--- config.mk ---
export PLATFORM = sky130hd
export DESIGN_NAME = mouse_master_sm_flat
export DESIGN_NICKNAME = d
export VERILOG_FILES = /design/src/rtl/mouse_pkg.sv /design/src/rtl/mouse_master_sm_if.sv /design/src/rtl/mouse_packet_assembler.sv /design/src/rtl/mouse_master_sm.sv /design/src/flat_wrapper.sv
export SDC_FILE = /design/constraint.sdc
export NUM_CORES = 1
export LEC_CHECK = 0
export ABC_AREA = 0
export CORE_AREA = 2 2 125 79
export DETAILED_ROUTE_END_ITERATION = 6
export DIE_AREA = 0 0 127 81
export PLACE_DENSITY = 0.77
export REMOVE_ABC_BUFFERS = 1
export SETUP_SLACK_MARGIN = 0.15
export SLEW_MARGIN = 10
export SYNTH_ARGS = -nofsm -noshare
export SYNTH_HDL_FRONTEND = slang
export SYNTH_SLANG_ARGS = --single-unit
--- constraint.sdc ---
create_clock -name CLK -period 5.2 [get_ports CLK]
set_clock_uncertainty 0.05 [all_clocks]
set_input_delay 1.04 -clock CLK [delete_from_list [all_inputs] [get_ports CLK]]
set_output_delay 1.04 -clock CLK [all_outputs]
set_load 0.01 [all_outputs]
--- src/rtl/mouse_pkg.sv ---
`timescale 1ns/1ps
`default_nettype none
// ============================================================================
//  Module      : mouse_pkg
//  Description : Shared types and constants for the PS/2 mouse master:
//                sequencer and stream state encodings, host command bytes,
//                expected mouse responses, receiver error-code bit positions.
//  Revision    : 1.0  initial release
// ============================================================================
package mouse_pkg;

   // Initialisation sequencer states; STREAMING hands control to the assembler
   typedef enum logic [3:0] {
      INIT_WAIT   = 4'd0,
      SEND_FF     = 4'd1,
      WAIT_TX_FF  = 4'd2,
      WAIT_RX_FA1 = 4'd3,
      WAIT_RX_AA  = 4'd4,
      WAIT_RX_ID  = 4'd5,
      SEND_F4     = 4'd6,
      WAIT_TX_F4  = 4'd7,
      WAIT_RX_FA2 = 4'd8,
      STREAMING   = 4'd9
   } init_state_t;

   // Packet assembler states
   typedef enum logic [1:0] {
      STREAM_B1 = 2'd0,
      STREAM_B2 = 2'd1,
      STREAM_B3 = 2'd2,
      PUBLISH   = 2'd3
   } stream_state_t;

   localparam logic [7:0] CMD_RESET  = 8'hFF;
   localparam logic [7:0] CMD_ENABLE = 8'hF4;
   localparam logic [7:0] RSP_ACK    = 8'hFA;
   localparam logic [7:0] RSP_BAT_OK = 8'hAA;
   localparam logic [7:0] RSP_ID     = 8'h00;

   localparam int ERR_PARITY_BIT = 0;
   localparam int ERR_STOP_BIT   = 1;

   // A byte counts only when it is flagged ready and carries no error
   function automatic logic byte_good(input logic ready, input logic [1:0] err);
      return ready && !err[ERR_PARITY_BIT] && !err[ERR_STOP_BIT];
   endfunction

endpackage
`default_nettype wire

--- src/rtl/mouse_master_sm_if.sv ---
`timescale 1ns/1ps
`default_nettype none
// ============================================================================
//  Module      : mouse_master_sm_if
//  Description : Bundle of the transmitter handshake, receiver handshake and
//                published packet signals of the PS/2 mouse master.
//                master = controller side, slave = PHY / consumer side.
//  Revision    : 1.0  initial release
// ============================================================================
interface mouse_master_sm_if;
   logic       SEND_BYTE;
   logic [7:0] BYTE_TO_SEND;
   logic       BYTE_SENT;
   logic       READ_ENABLE;
   logic [7:0] BYTE_READ;
   logic [1:0] BYTE_ERROR_CODE;
   logic       BYTE_READY;
   logic [7:0] MOUSE_STATUS;
   logic [7:0] MOUSE_DX;
   logic [7:0] MOUSE_DY;
   logic       SEND_INTERRUPT;
   logic       INIT_DONE;

   modport master (
      output SEND_BYTE, BYTE_TO_SEND, READ_ENABLE,
      output MOUSE_STATUS, MOUSE_DX, MOUSE_DY, SEND_INTERRUPT, INIT_DONE,
      input  BYTE_SENT, BYTE_READ, BYTE_ERROR_CODE, BYTE_READY
   );

   modport slave (
      input  SEND_BYTE, BYTE_TO_SEND, READ_ENABLE,
      input  MOUSE_STATUS, MOUSE_DX, MOUSE_DY, SEND_INTERRUPT, INIT_DONE,
      output BYTE_SENT, BYTE_READ, BYTE_ERROR_CODE, BYTE_READY
   );
endinterface
`default_nettype wire

--- src/rtl/mouse_packet_assembler.sv ---
`timescale 1ns/1ps
`default_nettype none
// ============================================================================
//  Module      : mouse_packet_assembler
//  Description : Collects 3-byte PS/2 stream packets (status, DX, DY) into
//                shadow registers and publishes them with a one-cycle
//                interrupt. Held in STREAM_B1 while enable is low.
//  Revision    : 1.0  initial release
// ============================================================================
module mouse_packet_assembler
   import mouse_pkg::*;
(
   input  wire logic       CLK,
   input  wire logic       RESET,
   input  wire logic       enable,
   input  wire logic       byte_ready,
   input  wire logic [1:0] byte_error_code,
   input  wire logic [7:0] byte_read,
   output logic      [7:0] mouse_status,
   output logic      [7:0] mouse_dx,
   output logic      [7:0] mouse_dy,
   output logic            send_interrupt,
   output logic            advance
);

   stream_state_t r_state;
   stream_state_t w_next_state;
   logic          w_good;
   logic          w_latch_status;
   logic          w_latch_dx;
   logic          w_latch_dy;
   logic          w_publish;
   logic [7:0]    r_sh_status;
   logic [7:0]    r_sh_dx;
   logic [7:0]    r_sh_dy;

   assign w_good = byte_good(byte_ready, byte_error_code);

   // State register; parked on the first packet byte while disabled
   always_ff @(posedge CLK or posedge RESET) begin
      if (RESET)        r_state <= STREAM_B1;
      else if (!enable) r_state <= STREAM_B1;
      else              r_state <= w_next_state;
   end

   // Next state: byte 1 must have bit3 set (sync bit), errors restart the packet
   always_comb begin
      w_next_state = r_state;
      case (r_state)
         STREAM_B1: if (w_good && byte_read[3]) w_next_state = STREAM_B2;
         STREAM_B2: if (byte_ready) w_next_state = w_good ? STREAM_B3 : STREAM_B1;
         STREAM_B3: if (byte_ready) w_next_state = w_good ? PUBLISH : STREAM_B1;
         PUBLISH:   w_next_state = STREAM_B1;
         default:   w_next_state = STREAM_B1;
      endcase
   end

   // Output decode: shadow load strobes, publish strobe, progress indication
   always_comb begin
      w_latch_status = enable && (r_state == STREAM_B1) && w_good && byte_read[3];
      w_latch_dx     = enable && (r_state == STREAM_B2) && w_good;
      w_latch_dy     = enable && (r_state == STREAM_B3) && w_good;
      w_publish      = enable && (r_state == PUBLISH);
      advance        = enable && (w_next_state != r_state);
   end

   // Shadow and published registers; interrupt rises with the new outputs
   always_ff @(posedge CLK or posedge RESET) begin
      if (RESET) begin
         r_sh_status    <= 8'h00;
         r_sh_dx        <= 8'h00;
         r_sh_dy        <= 8'h00;
         mouse_status   <= 8'h00;
         mouse_dx       <= 8'h00;
         mouse_dy       <= 8'h00;
         send_interrupt <= 1'b0;
      end else begin
         if (w_latch_status) r_sh_status <= byte_read;
         if (w_latch_dx)     r_sh_dx     <= byte_read;
         if (w_latch_dy)     r_sh_dy     <= byte_read;
         if (w_publish) begin
            mouse_status <= r_sh_status;
            mouse_dx     <= r_sh_dx;
            mouse_dy     <= r_sh_dy;
         end
         send_interrupt <= w_publish;
      end
   end

endmodule
`default_nettype wire

--- src/rtl/mouse_master_sm.sv ---
`timescale 1ns/1ps
`default_nettype none
// ============================================================================
//  Module      : mouse_master_sm
//  Description : PS/2 mouse master. Power-on wait, Reset (0xFF) with
//                FA/AA/00 reply check, Enable Data Reporting (0xF4) with FA
//                check, then stream packets via mouse_packet_assembler.
//                Optional macro MOUSE_WATCHDOG_EN: restart initialisation
//                when a wait state sees no progress for WATCHDOG_CYCLES.
//  Revision    : 1.0  initial release
// ============================================================================
module mouse_master_sm
   import mouse_pkg::*;
#(
   parameter int unsigned INIT_WAIT_CYCLES = 5000000,
   parameter int unsigned WATCHDOG_CYCLES  = 100000000
)(
   input  wire logic         CLK,
   input  wire logic         RESET,
   mouse_master_sm_if.master bus
);

`ifdef MOUSE_WATCHDOG_EN
   localparam bit c_watchdog_on = 1'b1;
`else
   localparam bit c_watchdog_on = 1'b0;
`endif
   localparam logic [31:0] c_init_last     = 32'(INIT_WAIT_CYCLES - 1);
   localparam logic [31:0] c_watchdog_last = 32'(WATCHDOG_CYCLES - 1);

   init_state_t r_state;
   init_state_t w_next_state;
   logic [31:0] r_counter;
   logic        w_good;
   logic        w_wd_expired;
   logic        w_stream_advance;
   logic        w_init_done;

   assign w_good = byte_good(bus.BYTE_READY, bus.BYTE_ERROR_CODE);
   // Constant-false when the watchdog is compiled out, so the compare folds away
   assign w_wd_expired = c_watchdog_on && (r_counter == c_watchdog_last);

   // State register
   always_ff @(posedge CLK or posedge RESET) begin
      if (RESET) r_state <= INIT_WAIT;
      else       r_state <= w_next_state;
   end

   // Cycle counter: restarts on any sequencer or assembler state change
   always_ff @(posedge CLK or posedge RESET) begin
      if (RESET)                                           r_counter <= 32'd0;
      else if ((w_next_state != r_state) || w_stream_advance) r_counter <= 32'd0;
      else                                                 r_counter <= r_counter + 32'd1;
   end

   // Next state: any wrong or corrupted reply during init forces a full retry
   always_comb begin
      w_next_state = r_state;
      case (r_state)
         INIT_WAIT:   if (r_counter == c_init_last) w_next_state = SEND_FF;
         SEND_FF:     w_next_state = WAIT_TX_FF;
         WAIT_TX_FF:  if (bus.BYTE_SENT) w_next_state = WAIT_RX_FA1;
                      else if (w_wd_expired) w_next_state = INIT_WAIT;
         WAIT_RX_FA1: if (bus.BYTE_READY)
                         w_next_state = (w_good && bus.BYTE_READ == RSP_ACK) ? WAIT_RX_AA : INIT_WAIT;
                      else if (w_wd_expired) w_next_state = INIT_WAIT;
         WAIT_RX_AA:  if (bus.BYTE_READY)
                         w_next_state = (w_good && bus.BYTE_READ == RSP_BAT_OK) ? WAIT_RX_ID : INIT_WAIT;
                      else if (w_wd_expired) w_next_state = INIT_WAIT;
         WAIT_RX_ID:  if (bus.BYTE_READY)
                         w_next_state = (w_good && bus.BYTE_READ == RSP_ID) ? SEND_F4 : INIT_WAIT;
                      else if (w_wd_expired) w_next_state = INIT_WAIT;
         SEND_F4:     w_next_state = WAIT_TX_F4;
         WAIT_TX_F4:  if (bus.BYTE_SENT) w_next_state = WAIT_RX_FA2;
                      else if (w_wd_expired) w_next_state = INIT_WAIT;
         WAIT_RX_FA2: if (bus.BYTE_READY)
                         w_next_state = (w_good && bus.BYTE_READ == RSP_ACK) ? STREAMING : INIT_WAIT;
                      else if (w_wd_expired) w_next_state = INIT_WAIT;
         STREAMING:   if (w_wd_expired && !w_stream_advance) w_next_state = INIT_WAIT;
         default:     w_next_state = INIT_WAIT;
      endcase
   end

   // Output decode: command request, receiver enable, init-done level
   always_comb begin
      bus.SEND_BYTE    = 1'b0;
      bus.BYTE_TO_SEND = 8'h00;
      bus.READ_ENABLE  = 1'b0;
      w_init_done      = 1'b0;
      case (r_state)
         SEND_FF:     begin bus.SEND_BYTE = 1'b1; bus.BYTE_TO_SEND = CMD_RESET;  end
         SEND_F4:     begin bus.SEND_BYTE = 1'b1; bus.BYTE_TO_SEND = CMD_ENABLE; end
         WAIT_RX_FA1,
         WAIT_RX_AA,
         WAIT_RX_ID,
         WAIT_RX_FA2: bus.READ_ENABLE = 1'b1;
         STREAMING:   begin bus.READ_ENABLE = 1'b1; w_init_done = 1'b1; end
         default:     ;
      endcase
      bus.INIT_DONE = w_init_done;
   end

   mouse_packet_assembler u_assembler (
      .CLK             (CLK),
      .RESET           (RESET),
      .enable          (w_init_done),
      .byte_ready      (bus.BYTE_READY),
      .byte_error_code (bus.BYTE_ERROR_CODE),
      .byte_read       (bus.BYTE_READ),
      .mouse_status    (bus.MOUSE_STATUS),
      .mouse_dx        (bus.MOUSE_DX),
      .mouse_dy        (bus.MOUSE_DY),
      .send_interrupt  (bus.SEND_INTERRUPT),
      .advance         (w_stream_advance)
   );

endmodule
`default_nettype wire
--- src/flat_wrapper.sv ---
// flat-port wrapper written by rule: the top's interface ports become plain ports
module mouse_master_sm_flat import mouse_pkg::*;
#(
   parameter int unsigned INIT_WAIT_CYCLES = 5000000,
   parameter int unsigned WATCHDOG_CYCLES  = 100000000
)
  (CLK, RESET, bus_SEND_BYTE, bus_BYTE_TO_SEND, bus_READ_ENABLE, bus_MOUSE_STATUS, bus_MOUSE_DX, bus_MOUSE_DY, bus_SEND_INTERRUPT, bus_INIT_DONE, bus_BYTE_SENT, bus_BYTE_READ, bus_BYTE_ERROR_CODE, bus_BYTE_READY);
  mouse_master_sm_if bus_i ();
  input  wire logic CLK;
  input  wire logic RESET;
  output wire logic [$bits(bus_i.SEND_BYTE)-1:0] bus_SEND_BYTE;
  output wire logic [$bits(bus_i.BYTE_TO_SEND)-1:0] bus_BYTE_TO_SEND;
  output wire logic [$bits(bus_i.READ_ENABLE)-1:0] bus_READ_ENABLE;
  output wire logic [$bits(bus_i.MOUSE_STATUS)-1:0] bus_MOUSE_STATUS;
  output wire logic [$bits(bus_i.MOUSE_DX)-1:0] bus_MOUSE_DX;
  output wire logic [$bits(bus_i.MOUSE_DY)-1:0] bus_MOUSE_DY;
  output wire logic [$bits(bus_i.SEND_INTERRUPT)-1:0] bus_SEND_INTERRUPT;
  output wire logic [$bits(bus_i.INIT_DONE)-1:0] bus_INIT_DONE;
  input wire logic [$bits(bus_i.BYTE_SENT)-1:0] bus_BYTE_SENT;
  input wire logic [$bits(bus_i.BYTE_READ)-1:0] bus_BYTE_READ;
  input wire logic [$bits(bus_i.BYTE_ERROR_CODE)-1:0] bus_BYTE_ERROR_CODE;
  input wire logic [$bits(bus_i.BYTE_READY)-1:0] bus_BYTE_READY;
  assign bus_SEND_BYTE = bus_i.SEND_BYTE;
  assign bus_BYTE_TO_SEND = bus_i.BYTE_TO_SEND;
  assign bus_READ_ENABLE = bus_i.READ_ENABLE;
  assign bus_MOUSE_STATUS = bus_i.MOUSE_STATUS;
  assign bus_MOUSE_DX = bus_i.MOUSE_DX;
  assign bus_MOUSE_DY = bus_i.MOUSE_DY;
  assign bus_SEND_INTERRUPT = bus_i.SEND_INTERRUPT;
  assign bus_INIT_DONE = bus_i.INIT_DONE;
  assign bus_i.BYTE_SENT = bus_BYTE_SENT;
  assign bus_i.BYTE_READ = bus_BYTE_READ;
  assign bus_i.BYTE_ERROR_CODE = bus_BYTE_ERROR_CODE;
  assign bus_i.BYTE_READY = bus_BYTE_READY;
  mouse_master_sm #(.INIT_WAIT_CYCLES(INIT_WAIT_CYCLES), .WATCHDOG_CYCLES(WATCHDOG_CYCLES)) u_core (.CLK(CLK), .RESET(RESET), .bus(bus_i));
endmodule
# After elaboration in Yosys (flattened, before gate mapping)
# Index checks and enable logic that the tools add are counted.
# W data, S select, Z words.
totals:
  reg_bits: 87
  out_inout_bits: 36
  wordCells: 75
op_classes:
  add_sub_neg: 1
  eq_ne: 17
  mux: 24
  n_reduce_logical: 23
op_table:
  columns: ["operator", "n"]
  rows:
  - ["$pmux W4 S10", 1]
  - ["$add A32 B1 Y32 const B", 1]
  - ["$eq A32 B23 Y1 const B", 1]
  - ["$mux W32", 1]
  - ["$mux W4", 8]
  - ["$eq A4 B3 Y1 const B", 4]
  - ["$eq A8 B8 Y1 const B", 2]
  - ["$pmux W8 S2", 1]
  - ["$logic_and A1 B1 Y1", 15]
  - ["$mux W2", 6]
  - ["$mux W3", 3]
  - ["$eq A4 B2 Y1 const B", 2]
  - ["$eq A4 B4 Y1 const B", 2]
  - ["$logic_not A8 Y1", 1]
  - ["$pmux W2 S4", 1]
  - ["$reduce_or A5 Y1", 1]
  - ["$eq A2 B2 Y1 const B", 2]
  - ["$eq A4 B1 Y1 const B", 1]
  - ["$logic_not A4 Y1", 1]
  - ["$ne A4 B4 Y1", 1]
  - ["$mux W1", 3]
  - ["$eq A2 B1 Y1 const B", 1]
  - ["$logic_not A1 Y1", 2]
  - ["$logic_not A2 Y1", 1]
  - ["other kinds (3)", 3]

# Logic depth before layout (Yosys ltp)
# Gate-level depths: netlist (run 1).
logic_depth:
  word_depth: 10
  ltp_mapped: 8
  mapped_depth_nobuf: 7

# Cells and area by module
# From an unflattened synthesis (run 1), not the netlist that was laid out.
hier_totals:
  hier_cells: 374
  area_unflattened_um2: 4366.7
by_module_without_submodules:
  columns: ["module", "n_inst", "cells_each", "area_per_inst_um2"]
  rows:
  - ["mouse_master_sm", 1, 251, 2373.5]
  - ["mouse_packet_assembler", 1, 123, 1993.2]

# Worst setup path after synthesis (run 1)
# Ideal clock, no wire load.
synth_path:
  path_type: "input to register"
  start: "in bus_BYTE_READY"
  end: "reg u_core.r_counter[18]"
  setup_time_ns: 0.120
  arrival_time_ns: 2.441
  t_required_ns: 5.030
  slack_ns: 2.589
  path_stages: 8
  path_buffers: 2
  path_cell_list: "buf_4 > and4bb_4 > nand4_1 > nor3b_1 > o21bai_1 > o311ai_4 > buf_12 > nor3_2"
synth_via:
  elab_chain_len: 9
synth_lines:
  columns: ["item", "line_no", "text"]
  rows:
  - ["start, declared", "flat_wrapper.sv:22", "input wire logic [$bits(bus_i.BYTE_READY)-1:0] bus_BYTE_READY;"]
  - ["$logic_and A1 B1 Y1 (2 in a row)", "mouse_pkg.sv:45", "return ready && !err[ERR_PARITY_BIT] && !err[ERR_STOP_BIT];"]
  - ["$logic_and A1 B1 Y1 (tied with other cells)", "mouse_master_sm.sv:65, mouse_master_sm.sv:77", null]
  - ["$mux W4 (tied with other cells)", "mouse_master_sm.sv:77", "w_next_state = (w_good && bus.BYTE_READ == RSP_ACK) ? STREAMING : INIT_WAIT;"]
  - ["$mux W4 (tied with other cells)", "mouse_master_sm.sv:76", "WAIT_RX_FA2: if (bus.BYTE_READY)"]
  - ["$pmux W4 S10 or $ne A2 B2 Y1 (tied branches)", "mouse_master_sm.sv:59, mouse_packet_assembler.sv:64", null]
  - ["$ne A4 B4 Y1 or $logic_and A1 B1 Y1 (tied branches)", "mouse_master_sm.sv:52, mouse_packet_assembler.sv:64", null]
  - ["$logic_or A1 B1 Y1 *", "mouse_master_sm.sv:52", "else if ((w_next_state != r_state) || w_stream_advance) r_counter <= 32'd0;"]
  - ["$mux W32 *", "mouse_master_sm.sv:52", null]
  - ["end signal, assigned", "mouse_master_sm.sv:53", "else r_counter <= r_counter + 32'd1;"]
  - ["end, declared", "mouse_master_sm.sv:33", "logic [31:0] r_counter;"]
# Every way passes the cells marked *; elsewhere a longest branch is shown, timed or not.
# A chain may end at the register's enable or synchronous reset.

# Worst setup path in the final report (run 1)
layout_path:
  start: "reg u_core.r_state[2]"
  end: "out bus_BYTE_TO_SEND[5]"
layout_via:
  elab_chain_len: 2
layout_lines:
  columns: ["item", "line_no", "text"]
  rows:
  - ["start, declared", "mouse_master_sm.sv:31", "init_state_t r_state;"]
  - ["start signal, assigned", "mouse_master_sm.sv:46", "else r_state <= w_next_state;"]
  - ["$eq A4 B3 Y1 or $eq A4 B1 Y1 (tied branches)", "mouse_master_sm.sv:90", "case (r_state)"]
  - ["$pmux W8 S2 *", "mouse_master_sm.sv:90", null]
  - ["end, declared", "flat_wrapper.sv:12", "output wire logic [$bits(bus_i.BYTE_TO_SEND)-1:0] bus_BYTE_TO_SEND;"]
# Marked as above.

==> results.py, run 1 <==
metrics = {
    "logic_synthesis": {
        "synth_cell_types": 50,
        "synthArstFlopShare_pct": 100,
        "synthXorXnorAreaFrac_pct": 6.73,
        "synthAdderAreaFrac_pct": 0.282,
        "yosys.area_share.simple_pct": 22.6,
        "yosys_warnings": 0,
        "synth_cells": 371,
        "synthMuxAreaShare_pct": 12.1,
        "synth_top_area_share_pct": 49.0,
        "synth_top_family_by_area": "simple AND/OR/NAND/NOR gates",
        "yosysTopAreaCell": "dfrtp_1",
        "synth-edff-count": 0,
        "synth_ff_type": "dfrtp_1",
        "synthesis.area_per_instance_um2": 12.0,
        "synth.area.top_cells": "dfrtp_1, mux2_2, nor3_2",
        "ys_ff_latch": 87,
        "synth.yosys.seq_area_share_pct": 49.0,
        "synth_compound_area_share_pct": 3.86,
        "synth_area_um2": 4440,
    },
    "die": {
        "core_area_um2": 9320,
        "rows": 28,
        "initial_utilization_pct": 47.7,
        "fp.dieH_um": 81,
        "die_w_um": 127,
        "die-area_um2": 10300,
        "ios": 50,
    },
    "finish": {
        "final_cell_area_um2": 5220,
        "synthToLayoutAreaGrowth_pct": 17.4,
        "fin_nets": 427,
        "n_fill_cell": 759,
        "drive_gt1_share_pct": 27.3,
        "num_antenna_cells": 0,
    },
    "pwr": {
        "irDropWorstVdd_mv": 0.263,
        "p_leak_nw": 2.28,
        "power_mw": 1.84,
        "power_density_nw_per_um2": 353,
    },
    "clocking": {
        "cts-root-buf": "clkbuf_16",
        "cts_resized": 0,
        "clock_sinks": 87,
        "cts_tree": "done",
        "h-tree-depth": 3,
        "clk_path_buf_depth": 2,
        "cts.clk_slew.worst_paths_ns": 0.06,
        "cts_buffers": 9,
        "insertion_delay_ns": 0.34,
        "post_cts_buffers": 0,
        "holdBufCountCts": 0,
    },
    "placement": {
        "hpwl_mm": 6.38,
        "place.gp.congestion": 0.905,
        "place_area_um2": 4910,
        "port_buffers": 49,
    },
    "worst_setup_path": {
        "cp.required_ns": 4.11,
        "end_kind": "primary output",
        "path_max_fanout": 14,
        "crit_arrival_ns": 2.32,
        "critical_path_class": "reg -> out",
        "critPathLaunchType": "register",
    },
    "grt": {
        "grt_pass1_wl_mm": 15.1,
        "grt_pass1_vias": 2944,
        "grt_usage_pct": 19.1,
        "grt_overflow_total": 0,
        "antenna_found_initial": 0,
        "grt_start_max_net_pins": 51,
    },
    "sta": {
        "fin_crit_ns": 3.41,
        "timing.fmax_mhz": 293,
        "rsz0062_at_grt": "no",
        "setup_viol": 0,
        "period_share_pct": 65.7,
        "max_slew.worst_pin.slew_ns": 0.832,
        "relSlewSlack_pct": 44.5,
        "finalMaxSlewViolations": 0,
        "hold_violations": 0,
        "fin_tns_setup_ns": 0,
    },
    "route": {
        "drc_errors": 0,
        "ant_nets": 0,
        "first_pass_iters": 4,
        "drt_iter0_markers": 171,
        "wirelength_mm": 9.19,
        "vias": 2992,
        "vias_per_cell": 5.57,
        "wl_per_cell_um": 17.1,
    },
    "run": {
        "maxCapViolations": 0,
    },
    "run_status": {
        "status": "finished, final reports clean",
    },
    "min_path": {
        "hp-class": "reg -> reg",
    },
}
## state kept, by name, summed over array words and instances (netlist names)
register and flops:
u_core.u_assembler.mouse_dx 8, u_core.u_assembler.mouse_status 8, u_core.u_assembler.r_sh_dx 8, u_core.r_state 4, u_core.u_assembler.mouse_dy 8, u_core.u_assembler.r_sh_status 8
u_core.u_assembler.send_interrupt 1, u_core.u_assembler.r_state 2, u_core.u_assembler.r_sh_dy 8, u_core.r_counter 32
## worst max-delay path, cell delays in order, from the launching register on
cell and delay, ns:
dfrtp_1 0.55, inv_2 0.20, nand2_1 0.09, o21ai_0 0.15, nor2b_1 0.38, clkdlybuf4s50_1 0.62
## through the flow
| stage | instances | setup WS (ns) | util (%) | hold slack, ns |
|---|---|---|---|---|
| after floorplan | 349 | 1.86 | - | 0.378 |
| after global placement | 521 | 1.56 | 52.6 | 0.395 |
| after detailed placement | 521 | 1.48 | 52.6 | 0.402 |
| after CTS | 537 | 1.75 | 55.9 | 0.421 |
| after global routing | 537 | 1.52 | 56.0 | 0.461 |
| final | 537 | 1.79 | 56.0 | 0.419 |
## metal layers
metal | wire length (um) | up-vias | part of all wire, % | track usage, %
met5 | 0 | - | 0 | 0
met3 | 327 | 8 | 3.6 | 4.87
met4 | 89 | 0 | 0.97 | 6.59
li1 | - | 1395 | - | -
met1 | 4620 | 1517 | 50 | 27.0
met2 | 4150 | 72 | 45 | 28.9
## cell usage after synthesis (3+ instances only)
library cell	number
nor3_1	10
nor2_1	22
nor2b_1	3
buf_4	9
nand2_1	17
inv_1	8
mux2_2	47
buf_6	4
nand3_1	12
nor3_2	31
nor4_1	5
xnor2_1	20
and4_1	3
o21ai_0	5
nand2b_1	4
buf_2	5
dfrtp_1	87
buf_12	3
a21oi_1	8
and2_1	4
nand4_1	10
xor2_1	11
and3_1	7
## cell families (layout without fill, tap and decap cells)
| family | after synthesis | count (layout) |
|---|---|---|
| and+or+nand+nor | 146 | 146 |
| DFF | 87 | 87 |
| muxes | 48 | 48 |
| xor gates and xnor gates | 32 | 32 |
| buffers and inverters | 32 | 78 |
| AOI/OAI and AO/OA | 25 | 25 |
| adders and majority gates | 1 | 1 |
## power by group
part	switching, mW	internal [mW]	total (mW)
registers	0.0395	0.692	0.732
clock network	0.270	0.388	0.658
logic	0.299	0.151	0.450
total	0.608	1.23	1.84
## final cells by class
| cell class | count | area, um2 | area share [%] |
|---|---|---|---|
| Clock inverter | 6 | 68.8 | 1.32 |
| Timing Repair Buffer | 52 | 513 | 9.84 |
| Multi-Input combinational cell | 252 | 2030 | 38.9 |
| Sequential cell | 87 | 2180 | 41.7 |
| Clock buffer | 10 | 239 | 4.58 |
| Inverter | 10 | 38.8 | 0.744 |
| Tap cell | 120 | 150 | 2.88 |
## path summary, 6_finish.rpt
path,start,depth (start not counted),slack [ns],end
max,u_core.r_state[2]$_DFF_PP0_,5,1.79,bus_BYTE_TO_SEND[5]
min,u_core.u_assembler.r_sh_status[3]$_DFFE_PP0P_,1,0.42,u_core.u_assembler.r_sh_status[3]$_DFFE_PP0P_
max reg2reg,u_core.r_state[1]$_DFF_PP0_,7,2.55,u_core.r_counter[31]$_DFF_PP0_
min reg2reg,u_core.u_assembler.r_sh_status[3]$_DFFE_PP0P_,1,0.42,u_core.u_assembler.r_sh_status[3]$_DFFE_PP0P_
max in group asynchronous,RESET,3,3.00,u_core.r_counter[18]$_DFF_PP0_
min in group asynchronous,RESET,2,1.11,u_core.u_assembler.mouse_dy[4]$_DFFE_PP0P_
## cell usage in the layout, fill, tap and decap left out, types with 4 or more instances in the layout
master / n
nor3_2: 31
xor2_1: 11
nand4_1: 10
clkbuf_16: 9
a21oi_1: 8
and3_1: 6
o21ai_0: 5
xnor2_1: 20
dfrtp_1: 87
inv_1: 7
nor4_1: 5
mux2_2: 47
nor2_1: 22
clkdlybuf4s50_1: 49
nand2b_1: 4
and2_1: 4
nand3_1: 12
nand2_1: 17
nor3_1: 10
(Power assumes the default switching activity.)
==> run 2: changes to the inputs <==
clock period = 3.51 ns   (was 5.2 ns; I/O delays follow)
==> results.py, run 2 (same netlist as run 1, synthesis figures left out) <==
metrics = {
    "die": {
        "initial_utilization_pct": 47.7,
        "fp.dieH_um": 81,
        "die-area_um2": 10300,
        "core_area_um2": 9320,
        "ios": 50,
        "rows": 28,
        "die_w_um": 127,
    },
    "clocking": {
        "cts.clk_slew.worst_paths_ns": 0.06,
        "cts_tree": "done",
        "clock_sinks": 87,
        "cts_resized": 0,
        "insertion_delay_ns": 0.34,
        "post_cts_buffers": 0,
        "h-tree-depth": 3,
        "cts-root-buf": "clkbuf_16",
        "clk_path_buf_depth": 2,
        "cts_buffers": 9,
        "holdBufCountCts": 0,
    },
    "worst_setup_path": {
        "worst-path-buf-inv": 2,
        "end_kind": "primary output",
        "max_stage_delay_ns": 0.62,
        "critical_path_class": "reg -> out",
        "crit_family": "buffers and inverters",
        "critPathLaunchType": "register",
        "cp_slowest_cell": "clkdlybuf4s50_1",
        "path_max_fanout": 14,
        "path_cells": "inv_2 -> nand2_1 -> o21ai_0 -> nor2b_1 -> clkdlybuf4s50_1",
        "crit_arrival_ns": 2.37,
        "cp.required_ns": 2.76,
    },
    "grt": {
        "antenna_found_initial": 0,
        "grt_overflow_total": 0,
        "grt_pass1_wl_mm": 15.2,
        "grt_start_max_net_pins": 39,
        "grt_pass1_vias": 2850,
        "grt_usage_pct": 19.1,
    },
    "finish": {
        "n_fill_cell": 762,
        "synthToLayoutAreaGrowth_pct": 18.5,
        "final_cells": 541,
        "multiInputGateArea_um2": 2030,
        "final_cell_area_um2": 5270,
        "regMostFlops": "u_core.r_counter",
        "largest_reg_flops": 32,
        "regArea_um2": 2180,
        "final_cell_mix": "dfrtp_1, clkdlybuf4s50_1, mux2_2",
        "drive_gt1_share_pct": 27.8,
        "num_antenna_cells": 0,
        "layout_commonest_cell": "dfrtp_1",
        "fin_nets": 431,
    },
    "pwr": {
        "p_leak_nw": 2.31,
        "power_density_nw_per_um2": 530,
        "power_mw": 2.79,
        "irDropWorstVdd_mv": 0.275,
    },
    "run": {
        "maxCapViolations": 0,
    },
    "sta": {
        "hold_violations": 0,
        "max_slew.worst_pin.slew_ns": 0.919,
        "timing.fmax_mhz": 320,
        "finalMaxSlewViolations": 0,
        "fin_tns_setup_ns": 0,
        "fin_crit_ns": 3.12,
        "relSlewSlack_pct": 38.6,
        "setup_viol": 0,
        "period_share_pct": 89.0,
        "rsz0062_at_grt": "no",
    },
    "placement": {
        "place_area_um2": 4960,
        "hpwl_mm": 6.38,
        "placed_cells": 525,
        "port_buffers": 49,
        "place.gp.congestion": 0.854,
    },
    "route": {
        "wirelength_mm": 9.07,
        "wl_per_cell_um": 16.8,
        "drc_errors": 0,
        "drt_iter0_markers": 278,
        "vias": 3000,
        "first_pass_iters": 4,
        "vias_per_cell": 5.55,
        "ant_nets": 0,
    },
    "min_path": {
        "hp-class": "reg -> reg",
    },
    "run_status": {
        "status": "finished, final reports clean",
    },
}
## run 2: through the flow
| step | worst slack (ns) | hold slack, ns | utilization [%] |
|---|---|---|---|
| final | 0.387 | 0.428 | 56.5 |
| after global placement | 0.362 | 0.394 | 53.2 |
| after CTS | 0.395 | 0.429 | 56.5 |
| after detailed placement | 0.304 | 0.414 | 53.2 |
| after global routing | 0.242 | 0.464 | 56.5 |
| after floorplan | 0.508 | 0.378 | - |
## run 2: area by class of cell
class	instances	share of cell area (%)
well taps	120	2.85
repair buffers	56	10.8
multi-input cells	252	38.5
clock buffers	9	4.28
inverters	10	0.737
clock inverters	7	1.50
flip-flops and latches	87	41.3
## run 2: worst paths after layout
| check | from | end | slack [ns] | cells after the start |
|---|---|---|---|---|
| worst max-delay path | u_core.r_state[2]$_DFF_PP0_ | bus_BYTE_TO_SEND[7] | 0.39 | 5 |
| worst min-delay path | u_core.u_assembler.r_sh_status[3]$_DFFE_PP0P_ | u_core.u_assembler.r_sh_status[3]$_DFFE_PP0P_ | 0.43 | 1 |
| worst max register to register | u_core.r_state[2]$_DFF_PP0_ | u_core.r_counter[11]$_DFF_PP0_ | 0.94 | 6 |
| worst min register to register | u_core.u_assembler.r_sh_status[3]$_DFFE_PP0P_ | u_core.u_assembler.r_sh_status[3]$_DFFE_PP0P_ | 0.43 | 1 |
| max in group asynchronous | RESET | u_core.r_counter[24]$_DFF_PP0_ | 2.10 | 3 |
| min in group asynchronous | RESET | u_core.u_assembler.r_sh_dy[4]$_DFFE_PP0P_ | 0.55 | 2 |
## run 2: layer usage
metal | vias up | global-route usage (%) | wire, um
met5 | - | 0 | 0
met3 | 10 | 4.22 | 332
met2 | 75 | 28.8 | 4060
met4 | 0 | 5.49 | 111
met1 | 1507 | 28.0 | 4560
li1 | 1408 | - | -
## run 2: power breakdown
group          internal [mW]  total [mW]  switching (mW)
Clock                  0.560       0.969           0.408
Combinational          0.276       0.740           0.464
Sequential              1.03        1.08          0.0576
Total                   1.86        2.79           0.930
==> run 3: changes to the inputs <==
RECOVER_POWER = 25   (was not set)
==> results.py, run 3 (same netlist as run 1, synthesis figures left out) <==
metrics = {
    "die": {
        "ios": 50,
        "core_area_um2": 9320,
        "die_w_um": 127,
        "die-area_um2": 10300,
        "initial_utilization_pct": 47.7,
        "rows": 28,
        "fp.dieH_um": 81,
    },
    "finish": {
        "fin_nets": 431,
        "synthToLayoutAreaGrowth_pct": 18.4,
        "final_cells": 541,
        "final_cell_area_um2": 5260,
        "final_cell_mix": "dfrtp_1, clkdlybuf4s50_1, mux2_2",
        "largest_reg_flops": 32,
        "num_antenna_cells": 0,
        "drive_gt1_share_pct": 27.8,
        "regMostFlops": "u_core.r_counter",
        "layout_commonest_cell": "dfrtp_1",
        "n_fill_cell": 762,
    },
    "grt": {
        "antenna_found_initial": 0,
        "grt_start_max_net_pins": 39,
        "grt_overflow_total": 0,
        "grt_pass1_vias": 2850,
        "grt_pass1_wl_mm": 15.2,
        "grt_usage_pct": 19.1,
    },
    "pwr": {
        "power_density_nw_per_um2": 530,
        "irDropWorstVdd_mv": 0.275,
        "power_mw": 2.79,
        "p_leak_nw": 2.31,
    },
    "run_status": {
        "status": "finished, final reports clean",
    },
    "sta": {
        "rsz0062_at_grt": "no",
        "hold_violations": 0,
        "fin_crit_ns": 3.12,
        "finalMaxSlewViolations": 0,
        "period_share_pct": 88.9,
        "setup_viol": 0,
        "timing.fmax_mhz": 320,
        "max_slew.worst_pin.slew_ns": 0.972,
        "relSlewSlack_pct": 35.2,
        "fin_tns_setup_ns": 0,
    },
    "worst_setup_path": {
        "path_max_fanout": 14,
        "end_kind": "primary output",
        "rr_worst_depth": 6,
        "critical_path_class": "reg -> out",
        "reg2reg_to": "u_core.r_counter[11]$_DFF_PP0_",
        "path_cells": "inv_2 -> nand2_1 -> o21ai_0 -> nor2b_1 -> clkdlybuf4s50_1",
        "cp.required_ns": 2.76,
        "crit_arrival_ns": 2.37,
        "max_stage_delay_ns": 0.62,
        "critPathLaunchType": "register",
        "reg2reg_from": "u_core.r_state[2]$_DFF_PP0_",
        "cp_slowest_cell": "clkdlybuf4s50_1",
        "r2r_setup_slack_ns": 0.92,
    },
    "clocking": {
        "clock_sinks": 87,
        "clk_path_buf_depth": 2,
        "cts-root-buf": "clkbuf_16",
        "cts_buffers": 9,
        "cts.clk_slew.worst_paths_ns": 0.06,
        "post_cts_buffers": 0,
        "insertion_delay_ns": 0.34,
        "cts_resized": 0,
        "h-tree-depth": 3,
        "holdBufCountCts": 0,
        "cts_tree": "done",
    },
    "placement": {
        "placed_cells": 525,
        "hpwl_mm": 6.38,
        "place.gp.congestion": 0.854,
        "port_buffers": 49,
        "place_area_um2": 4960,
    },
    "route": {
        "first_pass_iters": 4,
        "ant_nets": 0,
        "vias_per_cell": 5.52,
        "wirelength_mm": 9.10,
        "wl_per_cell_um": 16.8,
        "drt_iter0_markers": 246,
        "vias": 2989,
        "drc_errors": 0,
    },
    "min_path": {
        "hp-class": "reg -> reg",
        "hold_path_end": "u_core.u_assembler.r_sh_status[3]$_DFFE_PP0P_",
        "hold_depth": 1,
        "holdCritStartpoint": "u_core.u_assembler.r_sh_status[3]$_DFFE_PP0P_",
    },
    "run": {
        "maxCapViolations": 0,
    },
}
[run 3: changes by cell type in the layout (fill, tap and decap cells not counted)]
cell             before  now
buf_4                 5    3
clkbuf_2              0    2
clkdlybuf4s50_1      49   48
clkinv_2              2    1
clkinvlp_2            0    1
dlygate4sd3_1         0    1
[run 3: worst max-delay path by stage]
stage	to	cells after the start	from	slack, ns
after detailed placement	u_core.r_counter[11]$_DFF_PP0_	8	bus_BYTE_ERROR_CODE[1]	0.30
final	bus_BYTE_TO_SEND[7]	5	u_core.r_state[2]$_DFF_PP0_	0.39
after CTS	bus_BYTE_TO_SEND[7]	5	u_core.r_state[2]$_DFF_PP0_	0.39
after global routing	bus_BYTE_TO_SEND[5]	5	u_core.r_state[2]$_DFF_PP0_	0.24
after global placement	u_core.r_counter[15]$_DFF_PP0_	8	bus_BYTE_ERROR_CODE[1]	0.36
after floorplan	u_core.r_counter[0]$_DFF_PP0_	1	RESET	0.51
[run 3: report_power, final]
group	total [mW]	switching [mW]	internal (mW)
sequential	1.08	0.0578	1.03
clock	0.970	0.410	0.560
combinational	0.737	0.462	0.275
total	2.79	0.930	1.86
[run 3: layout make-up]
class	instances	area (um2)	share of cell area (%)
timing repair buffer	56	563	10.7
clock inverter	7	78.8	1.50
clock buffer	9	225	4.28
sequential	87	2180	41.4
multi-input combinational	252	2030	38.5
tap	120	150	2.85
inverter	10	38.8	0.737
[run 3: critical path: cells and delay by family, from the launching register on]
family,cells,cell delay [ns]
compound gates,1,0.19
flops,1,0.55
simple gates,2,0.46
buf+inv,2,0.83
[run 3: per-layer routing]
| layer | vias up | GRT usage [%] | share of wire [%] |
|---|---|---|---|
| met3 | 8 | 4.22 | 3.8 |
| met1 | 1501 | 28.0 | 50 |
| met2 | 71 | 28.8 | 45 |
| li1 | 1409 | - | - |
| met5 | - | 0 | 0 |
| met4 | 0 | 5.49 | 1.2 |
[run 3: metrics by stage]
| step | setup WS, ns | util [%] | hold WS [ns] |
|---|---|---|---|
| 2_1_floorplan | 0.508 | - | 0.378 |
| 3_3_place_gp | 0.362 | 53.2 | 0.394 |
| 3_5_place_dp | 0.304 | 53.2 | 0.414 |
| 4_1_cts | 0.395 | 56.5 | 0.429 |
| 5_1_grt | 0.242 | 56.4 | 0.464 |
| 6_report | 0.388 | 56.4 | 0.428 |
